===== config.mk =====
export PLATFORM = sky130hd
export DESIGN_NAME = pwm_peripheral
export DESIGN_NICKNAME = d
export VERILOG_FILES = /design/src/rtl/pwm_pkg.sv /design/src/rtl/pwm_timebase.sv /design/src/rtl/pwm_peripheral.sv
export SDC_FILE = /design/constraint.sdc
export NUM_CORES = 1
export LEC_CHECK = 0
export ABC_AREA = 0
export BUFFER_PORTS_ARGS = -buffer_cell sky130_fd_sc_hd__buf_4
export CAP_MARGIN = 20
export CORE_MARGIN = 4
export CORE_UTILIZATION = 40
export DETAILED_ROUTE_END_ITERATION = 6
export HOLD_SLACK_MARGIN = 0.06
export PLACE_DENSITY = 0.66
export SYNTH_ARGS = -nofsm -noshare
export SYNTH_HDL_FRONTEND = slang
export SYNTH_SLANG_ARGS = --single-unit

===== constraint.sdc =====
create_clock -name clk -period 2.17 [get_ports clk]
set_input_delay 0.3255 -clock clk [delete_from_list [all_inputs] [get_ports clk]]
set_output_delay 0.3255 -clock clk [all_outputs]
set_load 0.005 [all_outputs]

===== src/rtl/pwm_pkg.sv =====
// Shared widths and constants for the 16-channel PWM peripheral.
package pwm_pkg;

  localparam int unsigned NUM_CH = 16;
  localparam int unsigned PWM_W  = 8;
  localparam logic [PWM_W-1:0] DUTY_FULL = 8'hFF;

  // Duty 0xFF means always high; otherwise high while the step count is below duty.
  function automatic logic pwm_level(input logic [PWM_W-1:0] cnt,
                                     input logic [PWM_W-1:0] duty);
    return (duty == DUTY_FULL) || (cnt < duty);
  endfunction

endpackage


===== src/rtl/pwm_timebase.sv =====
// Prescaler plus 8-bit PWM step counter; flags the step tick and the 255->0 wrap.
module pwm_timebase
  import pwm_pkg::*;
#(
  parameter int unsigned PRESCALE_DIV = 13
) (
  input  logic             clk_i,
  input  logic             rst_i,
  output logic             tick_c_o,
  output logic [PWM_W-1:0] pwm_cnt_o,
  output logic             wrap_c_o
);

  localparam int unsigned PRE_W = 8;
  localparam logic [PWM_W-1:0] CNT_MAX = '1;

  logic [PRE_W-1:0] pre_cnt_q, pre_cnt_d;
  logic [PWM_W-1:0] cnt_q, cnt_d;

  always_comb begin
    tick_c_o  = (pre_cnt_q == PRE_W'(PRESCALE_DIV - 1));
    wrap_c_o  = tick_c_o && (cnt_q == CNT_MAX);
    pre_cnt_d = tick_c_o ? '0 : pre_cnt_q + PRE_W'(1);
    cnt_d     = tick_c_o ? cnt_q + PWM_W'(1) : cnt_q;
  end

  always_ff @(posedge clk_i) begin
    if (rst_i) begin
      pre_cnt_q <= '0;
      cnt_q     <= '0;
    end else begin
      pre_cnt_q <= pre_cnt_d;
      cnt_q     <= cnt_d;
    end
  end

  assign pwm_cnt_o = cnt_q;

endmodule


===== src/rtl/pwm_peripheral.sv =====
// 16-channel PWM/static output block sharing one duty cycle, latched once per period.
module pwm_peripheral
  import pwm_pkg::*;
#(
  parameter int unsigned PRESCALE_DIV = 13
) (
  input  logic              clk,
  input  logic              rst,
  input  logic [7:0]        en_reg_out_7_0,
  input  logic [7:0]        en_reg_out_15_8,
  input  logic [7:0]        en_reg_pwm_7_0,
  input  logic [7:0]        en_reg_pwm_15_8,
  input  logic [PWM_W-1:0]  pwm_duty_cycle,
  output logic [NUM_CH-1:0] out,
  output logic              period_start
);

  logic              tick_c, wrap_c;
  logic [PWM_W-1:0]  pwm_cnt;
  logic [PWM_W-1:0]  duty_shadow_q, duty_shadow_d;
  logic [NUM_CH-1:0] out_q, out_d;
  logic              period_start_q, period_start_d;
  logic [NUM_CH-1:0] en_out_c, en_pwm_c;
  logic              pwm_raw_c;

  pwm_timebase #(
    .PRESCALE_DIV(PRESCALE_DIV)
  ) u_timebase (
    .clk_i    (clk),
    .rst_i    (rst),
    .tick_c_o (tick_c),
    .pwm_cnt_o(pwm_cnt),
    .wrap_c_o (wrap_c)
  );

  // Duty is only sampled at the wrap so a period never sees a mid-flight change.
  always_comb begin
    en_out_c       = {en_reg_out_15_8, en_reg_out_7_0};
    en_pwm_c       = {en_reg_pwm_15_8, en_reg_pwm_7_0};
    pwm_raw_c      = pwm_level(pwm_cnt, duty_shadow_q);
    duty_shadow_d  = duty_shadow_q;
    if (tick_c && wrap_c) begin
      duty_shadow_d = pwm_duty_cycle;
    end
    out_d          = en_out_c & (~en_pwm_c | {NUM_CH{pwm_raw_c}});
    period_start_d = wrap_c;
  end

  always_ff @(posedge clk) begin
    if (rst) begin
      duty_shadow_q  <= '0;
      out_q          <= '0;
      period_start_q <= 1'b0;
    end else begin
      duty_shadow_q  <= duty_shadow_d;
      out_q          <= out_d;
      period_start_q <= period_start_d;
    end
  end

  assign out          = out_q;
  assign period_start = period_start_q;

endmodule


==> results.cfg <==
[worst_setup_path]
rr_startpoint = u_timebase.pre_cnt_q[0]
worstPathArrival_ns = 2.15
crit_chain = inv_1 -> ha_1 -> or4b_4 -> nor4_2 -> buf_4 -> mux2i_1 -> nor2_1
cp.depth = 7
slowest_stage = or4b_4
r2r_end = duty_shadow_q[0]
critPathLaunch = u_timebase.pre_cnt_q[0]
max_stage_delay_ns = 0.50
crit_buf_inv = 2
worstRegToRegCells = 7
r2r_setup_slack_ns = 0.19
critPathMaxFanout = 9
critPathCapture = duty_shadow_q[0]
cp_top_family = simple AND/OR/NAND/NOR gates
criticalPathCategory = flip-flop to flip-flop
crit_path_end_kind = flip-flop
cp-start-kind = flip-flop
critPathRequiredTime_ns = 2.34

[floorplanning]
start_util_pct = 42.6
io_pins = 59
row_count = 23
die_x_um = 74.4
die_h_um = 74.4
core-area_mm2 = 0.00414
dieArea_mm2 = 0.00554

[route]
wl_per_cell_um = 12.5
vias_per_cell = 4.81
dr.pass1.iters = 4
vias = 1454
ant_nets = 0
drt-total-wl_um = 3780
drc = 0
drt-initial-drc-count = 43

[timing]
finClkSkew_ns = 0.00876
hold_violations = 0
hold_ws_ns = 0.192
tightest_slew_ns = 0.660
fin_crit_ns = 1.98
finalSetupViolations = 0
post-route-period-util_pct = 91.4
relSlewSlack_pct = 56.0
rsz0062_at_grt = no
fmax_mhz = 504
finalMaxSlewViolations = 0

[logic_synthesis]
yosysSeqAreaShare_pct = 46.5
yosysWarnings = 0
ys_types = 34
synth-edff-count = 0
synth_nets = 239
async_flop_share_pct = 0
avgSynthCellArea_um2 = 9.43
synth_ff_type = dfxtp_1
synth-seq-cells = 41
synth_cells = 187
netlist_area_mm2 = 0.00176

[cts]
clk_path_buf_depth = 2
clock_latency_ns = 0.29
htree_levels = 2
clock-sinks = 41
root_buffer = clkbuf_8
cts_inserted_buffers = 5
clk_pin_slew_ns = 0.08
cts_tree = yes

[place]
place_congestion = 0.773
io_buffers = 58
hpwl_um = 2870

[finish]
fin_util_pct = 58.3
fin_nets = 303
drive_gt1_share_pct = 29.4
area_growth_pct = 36.9
num_antenna_cells = 0

[global_route]
grt_antenna_before_repair = 0
use_met2_pct = 24.3
use_met3_pct = 4.86
globalRouteMet1Util_pct = 17.8
overflow = 0
grt_pass1_vias = 1413
grt_util_all_layers_pct = 14.6
top_usage_layer = met2
grt_pass1_wl_um = 6270
grt_max_degree = 35

[power_and_ir_drop]
peakVddDrop_mv = 0.509
total_power_w = 0.00153
cellLeakagePower_nw = 1.03
p_per_area_mw_per_mm2 = 635

[outcome]
outcome = complete, no violations

[worst_hold_path]
hold_path.class = input pin to flip-flop

[run]
drv_cap = 0
[through the flow]
stage          area (um2)  std cells  setup WS [ns]  TNS, ns
3_5_place_dp         2290        294        -0.0264   -0.160
2_1_floorplan        1760        187          0.174        0
5_1_grt              2410        302         0.0132        0
6_report             2410        302          0.187        0
4_1_cts              2410        302          0.160        0
3_3_place_gp         2290        294        -0.0161   -0.207
[metal layers]
layer / vias to the layer above / share of wire, %
li1: 763 / -
met1: 655 / 44
met5: - / 0
met2: 34 / 49
met3: 2 / 5.7
met4: 0 / 0.56
[placed cells by master (no fill, tap or decap), types with 2 or more instances in the layout]
cell type | synthesis | routed
a21oi_1 | 19 | 19
and3_1 | 2 | 2
and4_1 | 2 | 2
buf_4 | 1 | 63
clkbuf_8 | 0 | 6
dfxtp_1 | 41 | 41
ha_1 | 10 | 10
inv_1 | 11 | 11
mux2i_1 | 8 | 8
nand2_1 | 4 | 4
nand2b_1 | 18 | 18
nand3_1 | 8 | 8
nand4_1 | 5 | 5
nor2_1 | 24 | 24
xnor2_1 | 4 | 4
xor2_1 | 8 | 8
[area by class of cell]
class,instances,area [um2]
clock buffer,7,86.3
clock inverter,1,30.0
fill,379,1730
inverter,11,41.3
multi-input combinational,129,901
sequential,41,821
tap,50,62.6
timing repair buffer,63,473
[flip-flops by register name (all words and copies together) (netlist names)]
| name | cells |
|---|---|
| out | 16 |
| period_start | 1 |
| u_timebase.pre_cnt_q | 8 |
| u_timebase.pwm_cnt_o | 8 |
| duty_shadow_q | 8 |
[cells in the mapped netlist (3+ instances only)]
master	instances	share of area, %
dfxtp_1	41	47
nor2_1	24	5.1
a21oi_1	19	5.4
nand2b_1	18	6.4
inv_1	11	2.3
ha_1	10	7.1
mux2i_1	8	4.5
nand3_1	8	2.3
xor2_1	8	4.0
nand4_1	5	1.8
nand2_1	4	0.85
xnor2_1	4	2.0
clkbuf_1	3	0.64
[timing repair]
item | 4_1_cts | 5_1_grt
resized for setup | 1 | 1
hold buffers | 0 | 0
buffers inserted | 0 | 0
pin swaps | 0 | 1
endpoints found under the setup margin | 16 | 6
[how the worst min path moves through the flow]
stage | cells past startpoint | startpoint | slack [ns] | to
3_3_place_gp | 1 | u_timebase.pre_cnt_q[0] | 0.48 | u_timebase.pre_cnt_q[0]
4_1_cts | 2 | en_reg_pwm_15_8[0] | 0.18 | out[8]
6_report | 2 | en_reg_pwm_15_8[3] | 0.19 | out[11]
5_1_grt | 2 | en_reg_pwm_7_0[6] | 0.18 | out[6]
2_1_floorplan | 1 | en_reg_pwm_7_0[0] | 0.41 | out[0]
3_5_place_dp | 1 | u_timebase.pre_cnt_q[0] | 0.49 | u_timebase.pre_cnt_q[0]
[where the power goes]
part / switching, W / internal (W)
sequential: 0.00000949 / 0.000769
combinational: 0.0000452 / 0.0000842
clock: 0.000250 / 0.000375
total: 0.000305 / 0.00123
[logic make-up after synthesis]
| group | Yosys count | synth area share (%) |
|---|---|---|
| compound gates | 26 | 8.58 |
| xor+xnor | 12 | 5.96 |
| fa+ha+maj | 10 | 7.09 |
| buf+inv | 17 | 3.90 |
| flops | 41 | 46.5 |
| mux | 8 | 4.54 |
| simple gates | 73 | 23.4 |
Note: power is estimated with default switching activity, not from simulation.
